**config.mk**
```make
export PLATFORM = sky130hd
export DESIGN_NAME = sound_event_arbiter
export DESIGN_NICKNAME = d
export VERILOG_FILES = /design/src/rtl/sound_event_arbiter.sv
export SDC_FILE = /design/constraint.sdc
export NUM_CORES = 1
export LEC_CHECK = 0
export ABC_AREA = 1
export ABC_CLOCK_PERIOD_IN_PS = 1660
export CAP_MARGIN = 0
export CORE_ASPECT_RATIO = 0.9
export CORE_MARGIN = 3
export CORE_UTILIZATION = 52
export CTS_CLUSTER_SIZE = 30
export DETAILED_ROUTE_END_ITERATION = 10
export PLACE_DENSITY = 0.79
export SYNTH_ARGS = -nofsm -noshare
export SYNTH_HDL_FRONTEND = slang
export SYNTH_SLANG_ARGS = --single-unit
```
**constraint.sdc**
```tcl
create_clock -name clk -period 1.66 [get_ports clk]
set_input_delay 0.166 -clock clk [delete_from_list [all_inputs] [get_ports clk]]
set_output_delay 0.166 -clock clk [all_outputs]
set_load 0.01 [all_outputs]
```
**src/rtl/sound_event_arbiter.sv**
```systemverilog
// sound_event_arbiter: shares the single audio PWM channel among four sound
// requesters (explosion, score, fire1, fire2). Request edges are captured
// into a pending set and granted by fixed priority. An explosion preempts any
// other sound. The granted sound steps sample_addr once per 8 kHz tick, and a
// silent gap follows each sound.
// Optional build macro SND_ARB_RR_EN: fire1/fire2 share priority below score
// and alternate via a last_fire register. Without it, fire1 beats fire2.
module sound_event_arbiter #(
  parameter int PLAY_TICKS = 4000,
  parameter int EXPL_TICKS = 8000,
  parameter int GAP_TICKS  = 80,
  parameter int ADDR_W     = 13
) (
  input  logic              clk,
  input  logic              reset,
  input  logic              tick8Khz,
  input  logic [3:0]        req,
  input  logic              mute,
  output logic              active,
  output logic [1:0]        sound_id,
  output logic [3:0]        grant,
  output logic [ADDR_W-1:0] sample_addr,
  output logic              sample_valid,
  output logic [3:0]        pending
);

  // A zero-length gap would give a zero-width counter, so keep at least one bit.
  localparam int CNT_W = (GAP_TICKS > 0) ? $clog2(GAP_TICKS + 1) : 1;

  localparam logic [ADDR_W-1:0] PLAY_LAST = ADDR_W'(PLAY_TICKS - 1);
  localparam logic [ADDR_W-1:0] EXPL_LAST = ADDR_W'(EXPL_TICKS - 1);
  localparam logic [CNT_W-1:0]  GAP_LAST  = CNT_W'((GAP_TICKS > 0) ? GAP_TICKS - 1 : 0);
  localparam logic [CNT_W-1:0]  GAP_SAT   = CNT_W'(GAP_TICKS);

  typedef enum logic [1:0] {
    IDLE = 2'd0,
    PLAY = 2'd1,
    GAP  = 2'd2
  } state_t;

  state_t            state, state_d;
  logic [3:0]        req_q;
  logic [3:0]        pending_d;
  logic [3:0]        pending_clr;
  logic [3:0]        edge_set;
  logic [1:0]        sound_id_d;
  logic [1:0]        sel;
  logic [3:0]        grant_d;
  logic [ADDR_W-1:0] addr_d;
  logic [CNT_W-1:0]  gap_cnt, gap_cnt_d;
  logic              last_sample;
  logic              preempt;

`ifdef SND_ARB_RR_EN
  logic last_fire, last_fire_d;

  // Explosion, then score, then whichever fire bit was not served last.
  function automatic logic [1:0] pick_sound(input logic [3:0] p, input logic lf);
    if (p[3])             return 2'd3;
    else if (p[2])        return 2'd2;
    else if (p[1] & p[0]) return lf ? 2'd0 : 2'd1;
    else if (p[1])        return 2'd1;
    else                  return 2'd0;
  endfunction

  assign sel = pick_sound(pending, last_fire);
`else
  // Strict priority: explosion > score > fire1 > fire2.
  function automatic logic [1:0] pick_sound(input logic [3:0] p);
    if (p[3])      return 2'd3;
    else if (p[2]) return 2'd2;
    else if (p[1]) return 2'd1;
    else           return 2'd0;
  endfunction

  assign sel = pick_sound(pending);
`endif

  assign edge_set     = req & ~req_q;
  assign last_sample  = (sound_id == 2'd3) ? (sample_addr == EXPL_LAST)
                                           : (sample_addr == PLAY_LAST);
  assign preempt      = (state != IDLE) && pending[3] && (sound_id != 2'd3);
  assign active       = (state == PLAY);
  assign sample_valid = (state == PLAY) && tick8Khz && !mute;

  // Next-state, grant selection, address stepping and gap counting.
  always_comb begin
    state_d     = state;
    sound_id_d  = sound_id;
    grant_d     = 4'b0000;
    addr_d      = sample_addr;
    gap_cnt_d   = gap_cnt;
    pending_clr = 4'b0000;
`ifdef SND_ARB_RR_EN
    last_fire_d = last_fire;
`endif
    if (preempt) begin
      state_d     = PLAY;
      sound_id_d  = 2'd3;
      grant_d     = 4'b1000;
      pending_clr = 4'b1000;
      addr_d      = '0;
      gap_cnt_d   = '0;
    end else begin
      case (state)
        IDLE: begin
          if (pending != 4'b0000) begin
            state_d     = PLAY;
            sound_id_d  = sel;
            grant_d     = 4'b0001 << sel;
            pending_clr = 4'b0001 << sel;
            addr_d      = '0;
            gap_cnt_d   = '0;
`ifdef SND_ARB_RR_EN
            if (!sel[1]) last_fire_d = sel[0];
`endif
          end
        end
        PLAY: begin
          if (tick8Khz) begin
            if (last_sample) begin
              addr_d    = '0;
              gap_cnt_d = '0;
              state_d   = (GAP_TICKS == 0) ? IDLE : GAP;
            end else begin
              addr_d = sample_addr + ADDR_W'(1);
            end
          end
        end
        GAP: begin
          if (tick8Khz) begin
            if (gap_cnt == GAP_LAST) begin
              state_d   = IDLE;
              gap_cnt_d = '0;
            end else if (gap_cnt != GAP_SAT) begin
              gap_cnt_d = gap_cnt + CNT_W'(1);
            end
          end
        end
        default: begin
          state_d = IDLE;
        end
      endcase
    end
    // A new edge on a bit being granted this cycle survives.
    pending_d = (pending & ~pending_clr) | edge_set;
  end

  // State and control registers; reset aborts the sound and drops requests.
  always_ff @(posedge clk) begin
    if (reset) begin
      state       <= IDLE;
      req_q       <= 4'b0000;
      pending     <= 4'b0000;
      sound_id    <= 2'd0;
      grant       <= 4'b0000;
      sample_addr <= '0;
      gap_cnt     <= '0;
`ifdef SND_ARB_RR_EN
      last_fire   <= 1'b0;
`endif
    end else begin
      state       <= state_d;
      req_q       <= req;
      pending     <= pending_d;
      sound_id    <= sound_id_d;
      grant       <= grant_d;
      sample_addr <= addr_d;
      gap_cnt     <= gap_cnt_d;
`ifdef SND_ARB_RR_EN
      last_fire   <= last_fire_d;
`endif
    end
  end

endmodule

```
* Word level (Yosys, flattened, before mapping)
Cells that the tools add are included.
Storage, ports and cells: flip-flop bits (word level) 36, input bits 8, word-level logic and storage cells 81, output and inout port bits 25
Cells by class: add/subtract/negate cells 2, mux-type cells 28, shift operators 1, reductions and logical operators 18, bitwise gates (word level) 5, equal/unequal tests 19
Operators with widths (number):
- $mux 7 | 6
- $mux 13 | 3
- $pmux 13 s2 | 1
- $pmux 7 s3 | 1
- $mux 2 | 10
- $add 13x1->13 const B | 1
- $eq 13x12->1 const B | 1
- $eq 13x13->1 const B | 1
- $mux 4 | 3
- $ne 3x3->1 const B | 4
- $ne 2x2->1 const B | 5
- $reduce_and 5->1 | 2
- $and 4x4->4 | 2
- $not 4->4 | 2
- $reduce_bool 2->1 | 4
- $add 7x1->7 const B | 1
- $eq 7x7->1 const B | 1
- $ne 7x7->1 const B | 1
- $pmux 2 s3 | 1
- $reduce_and 6->1 | 1
- $eq 2x2->1 const B | 2
- $logic_and 1x1->1 | 4
- $or 4x4->4 | 1
- $reduce_bool 4->1 | 1
- other kinds (12) | 14

* Depth between registers and ports, before layout
depth after elaboration 10, depth in mapped cells 11, gate-level depth less buffers 11

* Worst setup path before layout
OpenSTA, ideal clock, no wires.
kind register to register, from register sample_addr[0], to register gap_cnt[6], setup time 0.115 ns, path buffers 1, setup slack 0.043 ns, period minus slack after synthesis 1.617 ns, stages on the path, launching flop included 10, data required time 1.545 ns, data arrival time 1.501 ns, path through dfxtp_1 -> ha_1 -> nand4_2 -> nor2_1 -> nand2_1 -> nand2_4 -> nand4_4 -> buf_6 -> o21bai_1 -> nor2_1
On the way: longest elaborated chain between the ends 4, elaborated cells between the ends (all ways) 5, classes of those cells 3 x eq/ne; 1 x mux; 1 x reduce/logical
Ends and longest elaborated chain:
- start: declaration | line 22 | output logic [ADDR_W-1:0] sample_addr,
- start signal: assignment | line 168 | sample_addr <= addr_d;
- $eq 13x12->1 / $eq 13x13->1 (equally long branches) | line 81, 80
- $mux 1 (*) | line 80 | assign last_sample = (sound_id == 2'd3) ? (sample_addr == EXPL_LAST)
- $ne 2x1->1 (no line) (*)
- $reduce_and 6->1 (no line) (*)
- end signal: assignment | line 169 | gap_cnt <= gap_cnt_d;
- end: declaration | line 50 | logic [CNT_W-1:0] gap_cnt, gap_cnt_d;
Mark *: on every way between the ends. The rest lies on a longest branch, timed or not. A chain may end at the register's enable or synchronous reset.

* Worst setup path after layout
from register sample_addr[0], to register gap_cnt[4]
The elaborated chain is that of the path after synthesis.

==> metrics <==
status=completed; RSZ-0062 raised after global routing=yes; HPWL Detailed=2930 microns; prevailing post-synth register cell=dfxtp_1; Psw=1.51 mW; Max clock buf depth=2; Post-synth EDFFs=0; total CTS buffers=5; Final Critical Period=1.59 ns; kind of critical path=flop to flop; Int Power=2.11 mW; fraction of layout cells with a size suffix above 1=17.8%; YS warnings=0; area of the die=~4400 sq um; number of global-route vias before repair=1597; worst hold slack=0.413 ns; post-synth net total=269; Clk pwr share=21.0%; Ant. Diodes=0; root buffer cell=clkbuf_8; H-tree depth=2; Reg clk slew, reported paths=0.07 ns; vias=1735; combinational power share=47.8%; Hold Crit Depth=3; initial antenna violation count=0; Post-DRT Antenna Nets=0; first-pass GRT wire length=6910 microns; gr ovfl total=0; crit-path cells=ha_1 > nand4_2 > nor2_1 > nand2_1 > nand2_4 > nand4_2 > o21ai_1 > nor2_1; drt total wl=3930 microns; Final #Nets=319; Hold Violations, Final=0; DRC viols=0; worst vdd ir=0.00102 V; largest net degree at the start of global routing=15; Post-CTS Hold Buffers=0; setup skew after layout=~0.0037 ns; Final WS setup=0.0722 ns; Rows=20; Syn Inst Count=between 200 and 300; core region area=3430 sq um; max-cap viol count=0; final instance area=2450 sq um; sw frac=41.6%; Starting DRT DRC Count=between 100 and 150; Least-Margin Pin Slew=~0.37 ns; fmax=630 MHz; Cell Area, Placed=2320 sq um; Cell Pwr Density=1480 nW/um^2; syn avg cell area=between 7 and 8 sq um; Clock Latency Late Sink=0.28 ns; Die Wd=about 69 microns; Hold WC Path Type=primary input to flop; chip height=between 60 and 70 microns; r2r endpoint=gap_cnt[4]; TritonCTS clock tree=built; hold path start=req[0]; routed vias/inst=4.92; Area Overhead vs Synth=30.5%; Seq cells post-synth=36; Setup Fix Bufs, Post-CTS=0; starting density of the core=54.7%; worst reg-to-reg path cell count=8; Final Max Tran Viols=0; Max stage delay on crit path=0.34 ns; slowest CP cell=dfxtp_1; FF-to-FF setup slack=0.07 ns; Synth Cell Area=1880 sq um; drt wl/cell=11.1 microns; GPL Wtd Cong=between 0.9 and 1; Setup Viol. Count Final=0; register area share after synthesis=around 38%; sequential power share=31.2%; WP data arrival=approximately 1.8 ns; Pleak=1.05 nW; crit path max fanout=7; critical path required time=~1.8 ns; launching element type of the critical path=flop; Worst Hold Path EP=req_q[0]; CTS Sinks=36; Ports=33; number of distinct library cells after synthesis=36; normalized max-slew margin=74.9%; RR Startpoint=sample_addr[0]; Final Util=71.4%; ys async rst share=0%; number of I/O port buffers=32; TritonRoute pass-1 iters=4; Final Cycle Share=95.7%; CP Capture Type=flop; GRT Total Usage=18.9%; DP Worst Slack=roughly 0.0064 ns
## power groups by stage
stage | clock network, mW | registers (mW) | logic [mW]
CTS | 0.771 | 1.13 | 1.68
global placement | 0 | 1.14 | 1.64
floorplan | 0 | 1.16 | 1.24
detailed placement | 0 | 1.14 | 1.68
finish | 0.760 | 1.13 | 1.73
global route | 0.808 | 1.15 | 1.94
## state kept, by name, summed over array words and instances, names as in the netlist
register,flops
sample_addr,13
gap_cnt,7
grant,4
pending,4
req_q,4
sound_id,2
state,2
## metrics by stage
stage	TNS, ns	std cells	power (mW)
floorplan	0	258	2.40
global placement	0	344	2.78
detailed placement	0	344	2.82
CTS	0	352	3.58
global route	-0.0130	353	3.90
finish	0	353	3.62
## area by class of cell
class | instances | area (sq um)
Multi-Input combinational cell | 178 | 980
Fill cell | 299 | 981
Sequential cell | 36 | 722
Inverter | 42 | 164
Clock buffer | 5 | 68.8
Clock inverter | 3 | 42.5
Timing Repair Buffer | 45 | 415
Tap cell | 44 | 55.1
## worst max-delay path by stage
stage                              start          to  slack, ns
final                     sample_addr[0]  gap_cnt[4]       0.07
after global routing          gap_cnt[0]  gap_cnt[6]      -0.01
after CTS                 sample_addr[0]  gap_cnt[2]       0.09
after detailed placement        tick8Khz  gap_cnt[5]      0.006
after global placement          tick8Khz  gap_cnt[6]       0.04
after floorplan           sample_addr[0]  gap_cnt[6]       0.04
## cell usage after synthesis (4+ instances only)
cell type  number  area share (%)
nand3_1         9             2.4
a21oi_1        14             3.7
nand2_1        50              10
nand4_1         4             1.3
nor3_1          8             2.1
inv_2           6             1.2
o21ai_0         4             1.1
nor2_1         44             8.8
dfxtp_1        36              38
inv_1          34             6.8
nand3_2         4             2.1
## what timing repair did
action	CTS	global route
cloned	0	1
resized for setup	3	1
setup endpoints to repair	2	5
## critical path: cells and delay by family, from the launching register on
kind	cells	cell delay, ns
AO/OA/AOI/OAI	1	0.20
adder cells (fa/ha/maj)	1	0.22
flip-flops	1	0.34
AND/OR/NAND/NOR	6	0.73
## cell families after synthesis
logic type | Yosys count | synth area share, %
compound gates | 34 | 11.3
xor+xnor | 4 | 1.87
fa+ha+maj | 3 | 2.00
buf+inv | 45 | 10.1
flops | 36 | 38.4
simple gates | 136 | 36.2
## routing by layer
metal / track usage (%) / wire length [microns] / share of wire, %
met5: 0 / 0 / 0
met4: 6.59 / 35 / 0.89
met3: 4.02 / 162 / 4.1
met2: 31.9 / 1870 / 48
met1: 23.6 / 1860 / 47
## cell usage in the layout, fill, tap and decap left out, drive strengths merged, types with 3 or more instances in the layout
cell / instances
nand4: 7
nor3: 11
dfxtp: 36
xor2: 3
clkbuf: 5
a21oi: 17
nor2: 48
o21ai: 8
ha: 3
buf: 13
nand3: 14
o31ai: 3
inv: 41
clkdlybuf4s50: 30
nand2: 54
Note: power is estimated with default switching activity, not from simulation.
